### config.mk
export PLATFORM = sky130hd
export DESIGN_NAME = lfsr_burst_ctrl
export DESIGN_NICKNAME = d
export VERILOG_FILES = /design/src/rtl/lfsr_ctrl_pkg.sv /design/src/rtl/lfsr8_core.sv /design/src/rtl/lfsr_burst_ctrl.sv
export SDC_FILE = /design/constraint.sdc
export NUM_CORES = 1
export LEC_CHECK = 0
export CAP_MARGIN = 20
export CORE_MARGIN = 1
export CORE_UTILIZATION = 43
export CTS_BUF_LIST = sky130_fd_sc_hd__clkbuf_8
export DETAILED_ROUTE_END_ITERATION = 10
export PLACE_DENSITY = 0.79
export SLEW_MARGIN = 5
export SYNTH_ARGS = -nofsm -noshare
export SYNTH_HDL_FRONTEND = slang
export SYNTH_SLANG_ARGS = --single-unit
### constraint.sdc
create_clock -name clk -period 2 [get_ports clk]
set_input_delay 0.3 -clock clk [delete_from_list [all_inputs] [get_ports clk]]
set_output_delay 0.3 -clock clk [all_outputs]
set_load 0.03 [all_outputs]
### src/rtl/lfsr_ctrl_pkg.sv
// Shared definitions for the LFSR burst controller.
//   state_t      : controller FSM states
//   LFSR_W       : LFSR register width
//   TAP_MASK     : Fibonacci taps 7,5,4,3
//   DEFAULT_SEED : reset value and replacement for an all-zero seed
//   lfsr_step()  : one shift toward the MSB, with feedback into bit 0
package lfsr_ctrl_pkg;
  localparam int LFSR_W = 8;
  localparam logic [LFSR_W-1:0] TAP_MASK     = 8'hB8;
  localparam logic [LFSR_W-1:0] DEFAULT_SEED = 8'h01;

  typedef enum logic [1:0] {IDLE, RUN, DONE} state_t;

  function automatic logic [LFSR_W-1:0] lfsr_step(input logic [LFSR_W-1:0] s);
    return {s[LFSR_W-2:0], ^(s & TAP_MASK)};
  endfunction
endpackage

### src/rtl/lfsr8_core.sv
// 8-bit Fibonacci LFSR register.
//   clk, rst : clock, synchronous active-low reset (to SEED)
//   load     : load load_val (takes priority over step)
//   load_val : value to load
//   step     : advance one position
//   state    : current register contents
module lfsr8_core
  import lfsr_ctrl_pkg::*;
#(
  parameter logic [LFSR_W-1:0] SEED = lfsr_ctrl_pkg::DEFAULT_SEED
) (
  input  logic              clk,
  input  logic              rst,
  input  logic              load,
  input  logic [LFSR_W-1:0] load_val,
  input  logic              step,
  output logic [LFSR_W-1:0] state
);
  always_ff @(posedge clk) begin
    if (!rst)      state <= SEED;
    else if (load) state <= load_val;
    else if (step) state <= lfsr_step(state);
  end
endmodule

### src/rtl/lfsr_burst_ctrl.sv
// Burst sequencer around the 8-bit LFSR.
//   cmd_*      : burst command port (valid/ready); accepted only in IDLE
//   abort      : ends the running burst at the next edge
//   out_*      : pseudo-random byte stream with backpressure; out_last on
//                the final beat
//   busy/done  : FSM not idle / one-cycle end-of-command pulse
//   lfsr_state : live LFSR register
// Outputs decode registered state only; rst additionally forces them low
// while it is asserted (lfsr_state excepted).
module lfsr_burst_ctrl
  import lfsr_ctrl_pkg::*;
#(
  parameter int                CNT_W        = 8,
  parameter logic [LFSR_W-1:0] DEFAULT_SEED = lfsr_ctrl_pkg::DEFAULT_SEED
) (
  input  logic              clk,
  input  logic              rst,
  input  logic              cmd_valid,
  output logic              cmd_ready,
  input  logic [LFSR_W-1:0] cmd_seed,
  input  logic              cmd_reseed,
  input  logic [CNT_W-1:0]  cmd_count,
  input  logic              abort,
  output logic              out_valid,
  input  logic              out_ready,
  output logic [LFSR_W-1:0] out_data,
  output logic              out_last,
  output logic              busy,
  output logic              done,
  output logic [LFSR_W-1:0] lfsr_state
);
  state_t            state;
  logic [CNT_W-1:0]  remaining;
  logic              cmd_hs, out_hs, last_beat;
  logic [LFSR_W-1:0] seed_eff;

  assign cmd_hs    = (state == IDLE) && cmd_valid;
  assign out_hs    = (state == RUN) && out_ready;
  assign last_beat = (remaining == CNT_W'(1));
  // A zero seed would lock the LFSR at zero forever.
  assign seed_eff  = (cmd_seed == '0) ? DEFAULT_SEED : cmd_seed;

  lfsr8_core #(.SEED(DEFAULT_SEED)) u_core (
    .clk      (clk),
    .rst      (rst),
    .load     (cmd_hs && cmd_reseed),
    .load_val (seed_eff),
    .step     (out_hs),
    .state    (lfsr_state)
  );

  always_ff @(posedge clk) begin
    if (!rst) begin
      state     <= IDLE;
      remaining <= '0;
    end else begin
      case (state)
        IDLE: if (cmd_valid) begin
          remaining <= cmd_count;
          state     <= (cmd_count == '0) ? DONE : RUN;
        end
        RUN: begin
          if (out_ready) remaining <= remaining - CNT_W'(1);
          // A beat handshaked alongside abort still completes via out_hs.
          if (abort || (out_ready && last_beat)) state <= DONE;
        end
        DONE:    state <= IDLE;
        default: state <= IDLE;
      endcase
    end
  end

  assign cmd_ready = rst && (state == IDLE);
  assign out_valid = rst && (state == RUN);
  assign out_last  = rst && (state == RUN) && last_beat;
  assign busy      = rst && (state != IDLE);
  assign done      = rst && (state == DONE);
  assign out_data  = rst ? lfsr_state : '0;
endmodule

==> impl.org, run 1 <==
** Worst setup path
- The critical path in this run is classified as flip-flop to primary output.
- STA classifies the critical path startpoint as a flip-flop.
- For flop-to-flop paths, the worst setup slack is 0.22 ns.
- STA classifies the critical path endpoint as a primary output.
- Biggest cell delay along the critical path :: 0.55 ns
- Slowest CP cell :: sky130_fd_sc_hd__or4_4
- At the worst endpoint, the arrival time is 1.70 ns.
- The worst register-to-register path begins at remaining[6]$_SDFFE_PN0P_.
- STA puts the critical path data required time at 1.70 ns.
- The critical path goes through or4_4, nor4b_4, and2_1, buf_6.
- The worst register-to-register path ends at state[0]$_SDFFE_PN0P_.
- Along the worst path, the maximum fanout reaches 2.
- Register-to-Register Path Depth :: 6

** Yosys
- Total nets after synthesis :: 171
- By area the synthesized netlist is led by sky130_fd_sc_hd__dfxtp_1, sky130_fd_sc_hd__nor2_1, sky130_fd_sc_hd__and2_1.
- The synthesized design contains 18 register bits.
- Each instance of the synthesized netlist takes up on average 7.69 um^2.
- The cell area that synthesis handed to floorplanning was 1130 um^2.
- The largest total area in the synthesized netlist belongs to sky130_fd_sc_hd__dfxtp_1.
- Number of flops mapped to enable cells by yosys :: 0
- Synthesis produced a netlist whose cell count is 147.
- Proportion of synthesized flip-flops having asynchronous set or reset :: 0
- YS warnings :: 0
- The share of the Yosys chip area taken by registers is 0.319.
- Library cells used by synthesis :: 35
- Area fraction of the dominant cell type after synthesis :: 0.319
- Among all flip-flop cells after synthesis, the most frequent one is sky130_fd_sc_hd__dfxtp_1.

** Drt
- Remaining number of nets flagged by the antenna check after routing :: 0
- The detailed router finished its first iteration with 52 violations.
- Wire length reported by the detailed router :: 3.31 mm
- After detailed routing, the average wire length per cell comes to 14.9 um.
- After detailed routing, the number of vias per cell comes to 5.83.
- The pre-antenna-repair detailed-routing pass consisted of 4 iterations.
- Drt drc :: 0
- Via count :: 1295

** Finish
- Number of nets in the layout :: 217
- Cell Count, Final, Fillers Out :: 222
- Leaving out fill and tap cells, the most frequent cell in the layout is sky130_fd_sc_hd__clkdlybuf4s50_1.
- Fraction of layout cells with a size suffix above 1 :: 0.177
- Count of fill cells added during filler insertion :: 219
- Area Overhead vs Synth :: 45.8%
- Highest-count cells in the layout ignoring fill and taps :: sky130_fd_sc_hd__clkdlybuf4s50_1, sky130_fd_sc_hd__buf_4, sky130_fd_sc_hd__nor2_1
- Ant. Diodes :: 0

** Floorplan
- The initial utilization of the core area, before any placement, comes to 0.456.
- Boundary pin count :: 43
- Die area :: 2840 um^2
- Width of the die :: 53.3 um
- The floorplan has 18 rows.
- The total area inside the core boundary comes to 2480 um^2.
- Die Y :: 53.3 um

** Clocking
- At the later pin of the worst-skew pair, clock insertion delay measures 0.26 ns.
- TritonCTS built the clock tree.
- Clock-pin slew was measured on the worst setup and hold paths at 0.07 ns.
- The tree built by TritonCTS fans out to 18 sinks.
- The clock passes through at most 2 buffers.
- In this run the number of H-tree levels came out at 1.
- Number of buffers created by CTS :: 3
- CTS placed an instance of sky130_fd_sc_hd__clkbuf_8 at the clock tree root.
- Hold Buf Count CTS :: 0

** STA
- The smallest clock period supported by the final layout is computed as 2.00 ns.
- Setup slack on the critical path of the routed design comes to -0.00265 ns.
- Setup-violating endpoint count in the final report :: 1
- Final count of hold timing violations :: 0
- At the pin with the least slew margin, the transition time is 0.471 ns.
- Dividing the final minimum period by the clock period gives 1.00.
- The clock arrives with 0.00281 ns of skew.
- Setup repair after global routing could not meet its margin everywhere.
- In this run the tightest slew margin relative to its limit is 0.683.
- Slew Viols, Final :: 0
- Max Freq :: 499 MHz

** Global routing
- The number of antenna violations at the first check in global routing is 0.
- Total GRT Usage :: 0.257
- Maximum number of pins on one net before global-route repair :: 17
- The first global-routing pass estimated 5.29 mm of wire.
- Residual overflow from global routing :: 0
- Vias in the first global route :: 1187

** Worst hold path
- The path class of the tightest hold or removal check is flip-flop to flip-flop.
- The path with the worst hold slack has its endpoint at u_core.state[2]$_SDFFE_PN0P_.
- WHS Path Cells :: 2
- The worst hold path begins at u_core.state[2]$_SDFFE_PN0P_.

** Pwr
- Across the VDD grid, the largest voltage drop is 0.506 mV.
- The analysis attributes to cell leakage a power of 0.663 nW.
- Cell area power density :: 688 nW/um^2

** Outcome
- The flow ran to the end, but the final reports show violations.
- Violated checks :: negative setup slack

** Placed design
- I/O Buffers :: 42
- After legalization and detailed placement, the total HPWL measured 2.30 mm.
- Timing analysis after detailed placement gives a worst setup slack of 0.153 ns.
- Final RePlAce weighted congestion :: 0.979
- Placed Instances :: 214

** Flow run
- The tool flagged a number of max-cap violations equal to 0.
worst max-delay path by stage:
stage / from / to / slack, ns / cells past startpoint
CTS: remaining[6]$_SDFFE_PN0P_ / out_last / -0.01 / 4
floorplan: state[1]$_SDFFE_PN0P_ / out_last / 0.17 / 6
detailed placement: out_ready / remaining[1]$_SDFFE_PN0P_ / 0.15 / 5
finish: remaining[6]$_SDFFE_PN0P_ / out_last / -0.003 / 4
global route: remaining[6]$_SDFFE_PN0P_ / out_last / -0.04 / 4
global placement: remaining[3]$_SDFFE_PN0P_ / out_last / 0.19 / 4
cell families after synthesis:
| kind of cell | count (synthesis) | synth area share |
|---|---|---|
| fa+ha+maj | 2 | 0.0221 |
| simple gates | 65 | 0.318 |
| mux | 4 | 0.0354 |
| buf+inv | 16 | 0.0576 |
| compound gates | 39 | 0.225 |
| xor+xnor | 3 | 0.0233 |
| flops | 18 | 0.319 |
per-layer routing:
layer | track usage | part of all wire | up-vias
met5 | 0 | 0 | -
met4 | 0.136 | 0.024 | 0
met3 | 0.0431 | 0.082 | 10
met2 | 0.429 | 0.48 | 81
met1 | 0.310 | 0.41 | 587
li1 | - | - | 617
power breakdown:
group          switching, mW  internal (mW)
Sequential            0.0429          0.394
Combinational          0.209          0.183
Clock                  0.129          0.175
Total                  0.381          0.752
worst max-delay path, delay by kind of cell, from the launching register on:
kind          cells  cell delay [ns]
buf+inv           1             0.13
flops             1             0.32
simple gates      3             1.00
synthesized netlist by cell type, drive strengths merged (4+ instances only):
master / count
nand2: 11
nor4: 6
inv: 6
o21ai: 9
a311oi: 4
clkbuf: 7
dfxtp: 18
nor2: 18
nand3: 5
mux2i: 4
nor3: 4
and2: 10
a21oi: 7
a211oi: 6
sequential cells by signal, indices dropped and copies added, names as in the netlist:
name	flops
u_core.state	8
remaining	8
state	2
repair_timing:
action / CTS / global route
endpoints found under the hold margin: 0 / 0
resized for setup: 5 / 0
pin swaps: 3 / 2
setup endpoints to repair: 1 / 1
buffers inserted: 3 / 1
metrics by stage:
step	hold WS [ns]	utilization	setup TNS, ns	instance area (um^2)	power [mW]
6_report	0.519	0.665	-0.00265	1650	1.13
5_1_grt	0.536	0.665	-0.0401	1650	1.19
4_1_cts	0.515	0.662	-0.0116	1640	1.13
3_5_place_dp	0.494	0.627	0	1550	0.814
3_3_place_gp	0.489	0.627	0	1550	0.809
2_1_floorplan	0.446	-	0	1130	0.671
area by class of cell:
| cell class | instances | area (um^2) | share of cell area |
|---|---|---|---|
| repair buffers | 51 | 459 | 0.279 |
| flip-flops and latches | 18 | 367 | 0.222 |
| inverters | 6 | 22.5 | 0.0137 |
| well taps | 30 | 37.5 | 0.0228 |
| clock buffers | 4 | 55.1 | 0.0334 |
| multi-input cells | 113 | 707 | 0.429 |
Power figures use the tool's default switching activity.
==> run 2: changes to the inputs <==
- CORE_MARGIN: 1 -> 3
==> impl.org, run 2 (synthesis results as in run 1) <==
** Worst setup path
- Slowest CP cell :: sky130_fd_sc_hd__or4_4
- Worst Path Max Fanout :: 2 (unchanged)
- Register-to-Register Setup Slack :: 0.28 ns (+0.06 ns)
- Buffers plus inverters on the worst setup path :: 1 (unchanged)
- Kind of critical path :: flip-flop to primary output
- Number of gates on the worst path with buffers counted :: 4 (unchanged)
- Biggest cell delay along the critical path :: 0.55 ns (about the same)
- On the critical path the largest part of the delay comes from simple AND/OR/NAND/NOR gates.
- The worst setup path is captured at a primary output.
- Startpoint type of the worst setup path :: flip-flop
- The logic depth of the worst register-to-register path is 5 (-1).
- The worst path required time is 1.70 ns (about the same).
- The arrival time reported for the critical path endpoint is 1.73 ns (+0.03 ns).
- The signal on the critical path passes through or4_4, nor4b_4, and2_4, buf_6.

** Drt
- The via count of the routed design came to 1253 (-3.2%).
- Detailed Route Iter0 Violations :: 45 (-13%)
- The detailed-routed wire length on met3 came to 242 um (-11%).
- Met1 wire length :: 1.54 mm (+14%)
- The residual DRC count was 0 (unchanged).
- Number of optimization iterations in the first detailed-route pass :: 4 (unchanged)
- Routed length per placed instance :: 15.7 um (+5.2%)
- Remaining number of nets flagged by the antenna check after routing :: 0 (unchanged)
- After detailed routing, no signal wire sits above met4.
- The routed wire length was 3.42 mm (+3.3%).
- The met2 wire length came to 1.62 mm (+1.1%).
- The number of vias per cell came to 5.75 (-1.5%).

** Floorplan
- The area of the core is 2340 um^2 (-5.6%).
- The area of the die came to 3280 um^2 (+16%).
- The initial core utilization was 0.483 (+0.0268).
- The die span in y is 57.3 um (+7.5%).
- The count of pins on the block boundary is 43 (unchanged).
- Placement row count :: 17 (-1)
- The die width came to 57.3 um (+7.5%).

** Finish
- The number of nets at the end of the flow came to 215 (-0.92%).
- Count of fill cells added during filler insertion :: 203 (-7.3%)
- The library cell used most frequently in the layout, excluding fill and tap cells, is sky130_fd_sc_hd__clkdlybuf4s50_1.
- Leaving out fill and tap cells, the most frequent cells in the layout are sky130_fd_sc_hd__clkdlybuf4s50_1, sky130_fd_sc_hd__buf_4, sky130_fd_sc_hd__nor2_1.
- The count of inserted antenna diode cells came to 0 (unchanged).
- Area Overhead vs Synth :: 44.5%
- The share of final-layout standard cells stronger than drive strength 1 was 0.174 (-0.00340).
- Regs by FF count :: remaining: 8 flops, u_core.state: 8 flops, state: 2 flops

** Pwr
- Cell area power density :: 693 nW/um^2 (+0.75%)
- Total power of the final layout :: 1.13 mW (-0.17%)
- The cell leakage power is 0.654 nW (-1.4%).
- The maximum vdd ir drop was 0.582 mV (+15%).

** Global routing
- The number of antenna violations at the first check in global routing is 0 (unchanged).
- The largest net degree at the start of global routing was 17 (unchanged).
- Global-route wire length before repair :: 5.74 mm (+8.5%)
- Total GRT Usage :: 0.216 (-0.0414)
- Residual overflow from global routing :: 0 (unchanged)
- The number of global-route vias before repair is 1213 (+2.2%).

** Placed design
- The total half-perimeter wirelength after legalization and detailed placement came to 2.45 mm (+6.3%).
- The count of buffers from port buffering was 42 (unchanged).
- Final RePlAce weighted congestion :: 0.877 (-10%)

** Clocking
- In this run the clock root is driven by a sky130_fd_sc_hd__clkbuf_8.
- The clock buffer count from CTS was 3 (unchanged).
- Maximum level of the CTS H-tree :: 1 (unchanged)
- The clock slew seen by the registers of the worst setup and hold paths came to 0.07 ns (about the same).
- Clk sinks :: 18 (unchanged)
- The clock latency at the later pin of the worst-skew pair is 0.26 ns (about the same).
- TritonCTS built the clock tree.
- The number of buffers on the longest clock path came to 2 (unchanged).

** Flow run
- MaxCap Viol Count :: 0 (unchanged)

** STA
- Setup ws final :: -0.0323 ns (-0.0296 ns)
- Final worst hold slack :: 0.530 ns (+0.0108 ns)
- The number of endpoints with negative hold slack in the final report is 0 (unchanged).
- Setup skew after layout :: 0.00530 ns (+0.00249 ns)
- Total Neg Setup Slack :: -0.0323 ns (-0.0296 ns)
- Period Utilization, post-route :: 1.02 (+0.0148)
- The minimum period implied by the final worst setup slack was 2.03 ns (+0.0296 ns).
- Slew Viols, Final :: 0 (unchanged)
- The worst max-slew margin expressed relative to the limit was 0.623 (-0.0598).
- Setup repair after global routing missed its margin :: yes
- The number of failing setup endpoints in the final timing report was 1 (unchanged).
- The transition time at the pin with the least slew margin was 0.564 ns (+0.0928 ns).
- The highest attainable clock frequency was 492 MHz (-1.5%).

** Worst hold path
- Class of the worst hold path :: flip-flop to flip-flop
- WHS Path Cells :: 2 (unchanged)

** Outcome
- Violated checks :: negative setup slack
- Outcome :: complete, but fails checks
==> run 2: cell types whose count changed in the layout (fill, tap and decap cells not counted) <==
cell,before,now
sky130_fd_sc_hd__buf_4,21,19
sky130_fd_sc_hd__and2_4,0,1
sky130_fd_sc_hd__and2_1,10,9
==> run 2: power breakdown <==
group / switching, mW / internal, mW
clock network: 0.130 / 0.175
logic: 0.210 / 0.179
registers: 0.0428 / 0.394
==> run 2: final cells by class <==
| cell class | instances | area, um^2 | share of cell area |
|---|---|---|---|
| Multi-Input combinational cell | 113 | 709 | 0.434 |
| Inverter | 6 | 22.5 | 0.0138 |
| Sequential cell | 18 | 367 | 0.225 |
| Clock buffer | 4 | 55.1 | 0.0337 |
| Timing Repair Buffer | 49 | 444 | 0.272 |
| Tap cell | 28 | 35.0 | 0.0215 |
==> run 2: through the flow <==
| stage | instances | cell area, um^2 | worst slack, ns | util |
|---|---|---|---|---|
| final | 218 | 1630 | -0.0323 | 0.698 |
| after detailed placement | 211 | 1540 | 0.0949 | 0.659 |
| after floorplan | 147 | 1130 | 0.168 | - |
| after global routing | 218 | 1630 | -0.0970 | 0.698 |
| after CTS | 218 | 1630 | -0.0334 | 0.697 |
| after global placement | 211 | 1540 | 0.212 | 0.659 |
==> run 2: final timing paths <==
kind | from | to
max reg2reg | remaining[6]$_SDFFE_PN0P_ | state[0]$_SDFFE_PN0P_
min | remaining[1]$_SDFFE_PN0P_ | remaining[1]$_SDFFE_PN0P_
min reg2reg | remaining[1]$_SDFFE_PN0P_ | remaining[1]$_SDFFE_PN0P_
max | remaining[6]$_SDFFE_PN0P_ | out_last
==> run 2: what timing repair did <==
| action | in CTS | in global routing |
|---|---|---|
| setup buffers | 3 | 0 |
| resized for setup | 5 | 1 |
| pin swaps | 3 | 2 |
| gates cloned | 0 | 0 |
| hold endpoints to repair | 0 | 0 |
| hold buffers | 0 | 0 |
| endpoints found under the setup margin | 1 | 1 |
==> run 2: metal layers <==
metal / vias to the layer above / global-route usage
met5: - / 0
li1: 614 / -
met4: 0 / 0.0364
met2: 47 / 0.354
met1: 590 / 0.290
met3: 2 / 0.0566
==> run 2: worst reg2reg max path, stage by stage (launching register included) <==
cell and delay (ns):
sky130_fd_sc_hd__dfxtp_2 0.33, sky130_fd_sc_hd__or4_4 0.55, sky130_fd_sc_hd__nor4b_4 0.30, sky130_fd_sc_hd__buf_4 0.15, sky130_fd_sc_hd__a211oi_1 0.09, sky130_fd_sc_hd__o21a_1 0.20
==> run 3: changes to the inputs <==
- GPL_ROUTABILITY_DRIVEN: not set -> 0
==> impl.org, run 3 (synthesis results as in run 1) <==
** Pwr
- Part of the power in the clock network :: 0.272 (+0.002)
- VDD IR-drop max :: 0.632 mV (+8.7%)
- The switching component of the power was 0.386 mW (+0.80%).
- Part of the total power dissipated in sequential elements :: 0.384 (-0.002)
- The internal portion of total power is 0.749 mW (+0.13%).
- The cell leakage power came to 0.653 nW (about the same).
- The total power density per cell area is 696 nW/um^2 (+0.51%).
- The total power of the final layout came to 1.14 mW (+0.36%).
- The share of power burned in combinational logic is 0.344 (about the same).
- The switching power as a share of total power was 0.340 (+0.00149).

** Worst setup path
- The critical path is of the flip-flop to primary output type.
- Worst Path Max Fanout :: 2 (unchanged)
- STA classifies the critical path startpoint as a flip-flop.
- Critical path required time :: 1.70 ns (about the same)
- The arrival time reported for the critical path endpoint was 1.74 ns (about the same).
- The logic depth of the worst register-to-register path is 5 (unchanged).
- The worst setup path is captured at a primary output.

** STA
- The ratio of final minimum period to clock period is 1.02 (+0.00278).
- Setup ws final :: -0.0378 ns (-0.00557 ns)
- Setup repair after global routing missed its margin :: yes
- Setup skew after layout :: 0.00438 ns (-0.000915 ns)
- Minimum clock period :: 2.04 ns (+0.00557 ns)
- The transition time at the pin with the least slew margin is 0.599 ns (+0.0345 ns).
- The max-slew violation count is 0 (unchanged).
- Relative slew slack :: 0.600 (-0.0230)
- The number of failing setup endpoints in the final timing report was 1 (unchanged).
- The final-layout setup total negative slack was -0.0378 ns (-0.00557 ns).
- The worst hold margin is 0.522 ns (-0.00749 ns).
- The highest attainable clock frequency was 491 MHz (-0.27%).
- Final count of hold timing violations :: 0 (unchanged)

** Clocking
- Hold Buf Count CTS :: 0 (unchanged)
- The clock slew seen by the registers of the worst setup and hold paths is 0.07 ns (about the same).
- TritonCTS clock tree :: built
- The tree is rooted in a sky130_fd_sc_hd__clkbuf_8.
- Buffer levels on the longest clock path :: 2 (unchanged)
- The clock sink total came to 18 (unchanged).
- The H-tree depth is 1 (unchanged).
- The clock latency at the later pin of the worst-skew pair was 0.26 ns (about the same).
- Number of buffers created by CTS :: 3 (unchanged)

** Global routing
- Total GRT Usage :: 0.237 (+0.0206)
- The global-route wire length before repair came to 6.15 mm (+7.1%).
- Antenna violations before repair :: 0 (unchanged)
- Residual overflow from global routing :: 0 (unchanged)
- The number of global-route vias before repair was 1286 (+6.0%).
- Maximum number of pins on one net before global-route repair :: 17 (unchanged)

** Finish
- Count of fill cells added during filler insertion :: 195 (-3.9%)
- Ant. Diodes :: 0 (unchanged)
- Area Overhead vs Synth :: 44.3%
- The share of the core filled with cells in the final layout was 0.697 (-0.00107).
- Number of nets in the layout :: 215 (unchanged)
- Leaving out fill and tap cells, the most frequent cells in the layout are sky130_fd_sc_hd__clkdlybuf4s50_1, sky130_fd_sc_hd__buf_4, sky130_fd_sc_hd__nor2_1.
- Cell Count, Final, Fillers Out :: 218 (unchanged)
- Register Area :: 364 um^2 (-0.68%)
- The area of combinational cells with multiple inputs was 709 um^2 (unchanged).
- The largest registers in the layout are remaining: 8 flops, u_core.state: 8 flops, state: 2 flops.
- The area of all placed cells without fillers came to 1630 um^2 (-0.15%).
- Most frequent standard cell in the layout excluding fill and tap cells :: sky130_fd_sc_hd__clkdlybuf4s50_1
- The share of final-layout standard cells stronger than drive strength 1 was 0.174 (unchanged).

** Drt
- Routed length per placed instance :: 16.2 um (+3.2%)
- Via count :: 1278 (+2.0%)
- Wire length reported by the detailed router :: 3.53 mm (+3.2%)
- The number of search-and-repair iterations in the first detailed-routing pass was 4 (unchanged).
- Detailed Route Iter0 Violations :: 52 (+16%)
- The number of vias per cell came to 5.86 (+2.0%).
- The residual DRC count is 0 (unchanged).
- The number of nets with antenna violations after routing was 0 (unchanged).

** Floorplan
- The die span in y was 57.3 um (unchanged).
- The die width is 57.3 um (unchanged).
- Die area :: 3280 um^2 (unchanged)
- Initial cell density of the core :: 0.483 (unchanged)
- The area of the core came to 2340 um^2 (unchanged).
- The number of placement rows was 17 (unchanged).
- The count of pins on the block boundary came to 43 (unchanged).

** Worst hold path
- The worst hold path stage count was 2 (unchanged).
- Class of the worst hold path :: flip-flop to flip-flop

** Flow run
- MaxCap Viol Count :: 0 (unchanged)

** Outcome
- The final reports fail on negative setup slack.
- Outcome :: complete, but fails checks

** Placed design
- Placed Instances :: 211 (unchanged)
- I/O Buffers :: 42 (unchanged)
- Worst setup slack before clock tree synthesis :: 0.0998 ns (+0.00487 ns)
- The placed instance area came to 1540 um^2 (unchanged).
- HPWL Detailed :: 2.54 mm (+3.9%)
## run 3: cell counts in the layout (fill, tap and decap cells not counted)
No cell type changed its count.
## run 3: final cells by class
type | instances | area share
Multi-Input combinational cell | 113 | 0.435
Timing Repair Buffer | 49 | 0.272
Sequential cell | 18 | 0.223
Clock buffer | 4 | 0.0338
Tap cell | 28 | 0.0215
Inverter | 6 | 0.0138
## run 3: path summary, 6_finish.rpt
check,startpoint,endpoint,slack (ns)
worst max register to register,remaining[6]$_SDFFE_PN0P_,state[0]$_SDFFE_PN0P_,0.28
worst max-delay path,remaining[6]$_SDFFE_PN0P_,out_last,-0.04
worst min-delay path,remaining[5]$_SDFFE_PN0P_,remaining[5]$_SDFFE_PN0P_,0.52
worst min register to register,remaining[5]$_SDFFE_PN0P_,remaining[5]$_SDFFE_PN0P_,0.52
## run 3: critical path: stages, from the launching register on
cell and delay [ns]:
sky130_fd_sc_hd__dfxtp_2 0.32, sky130_fd_sc_hd__or4_4 0.55, sky130_fd_sc_hd__nor4b_4 0.30, sky130_fd_sc_hd__and2_4 0.18
sky130_fd_sc_hd__buf_6 0.12
## run 3: routing by layer
metal,GRT usage,vias to the layer above,wire length [um]
met5,0,-,0
met4,0.0695,0,38
met3,0.0633,7,252
met2,0.383,51,1700
met1,0.308,603,1540
li1,-,617,-
## run 3: power groups by stage
stage               logic, mW  clock network (mW)  registers, mW
floorplan               0.214                   0          0.456
global placement        0.365                   0          0.442
detailed placement      0.372                   0          0.444
CTS                     0.386               0.312          0.435
global route            0.424               0.327          0.443
finish                  0.391               0.309          0.436
## run 3: repair_timing
item,in CTS,in global routing
setup endpoints to repair,1,1
gates resized for setup,4,1
pin swaps,3,2
buffers inserted,3,0
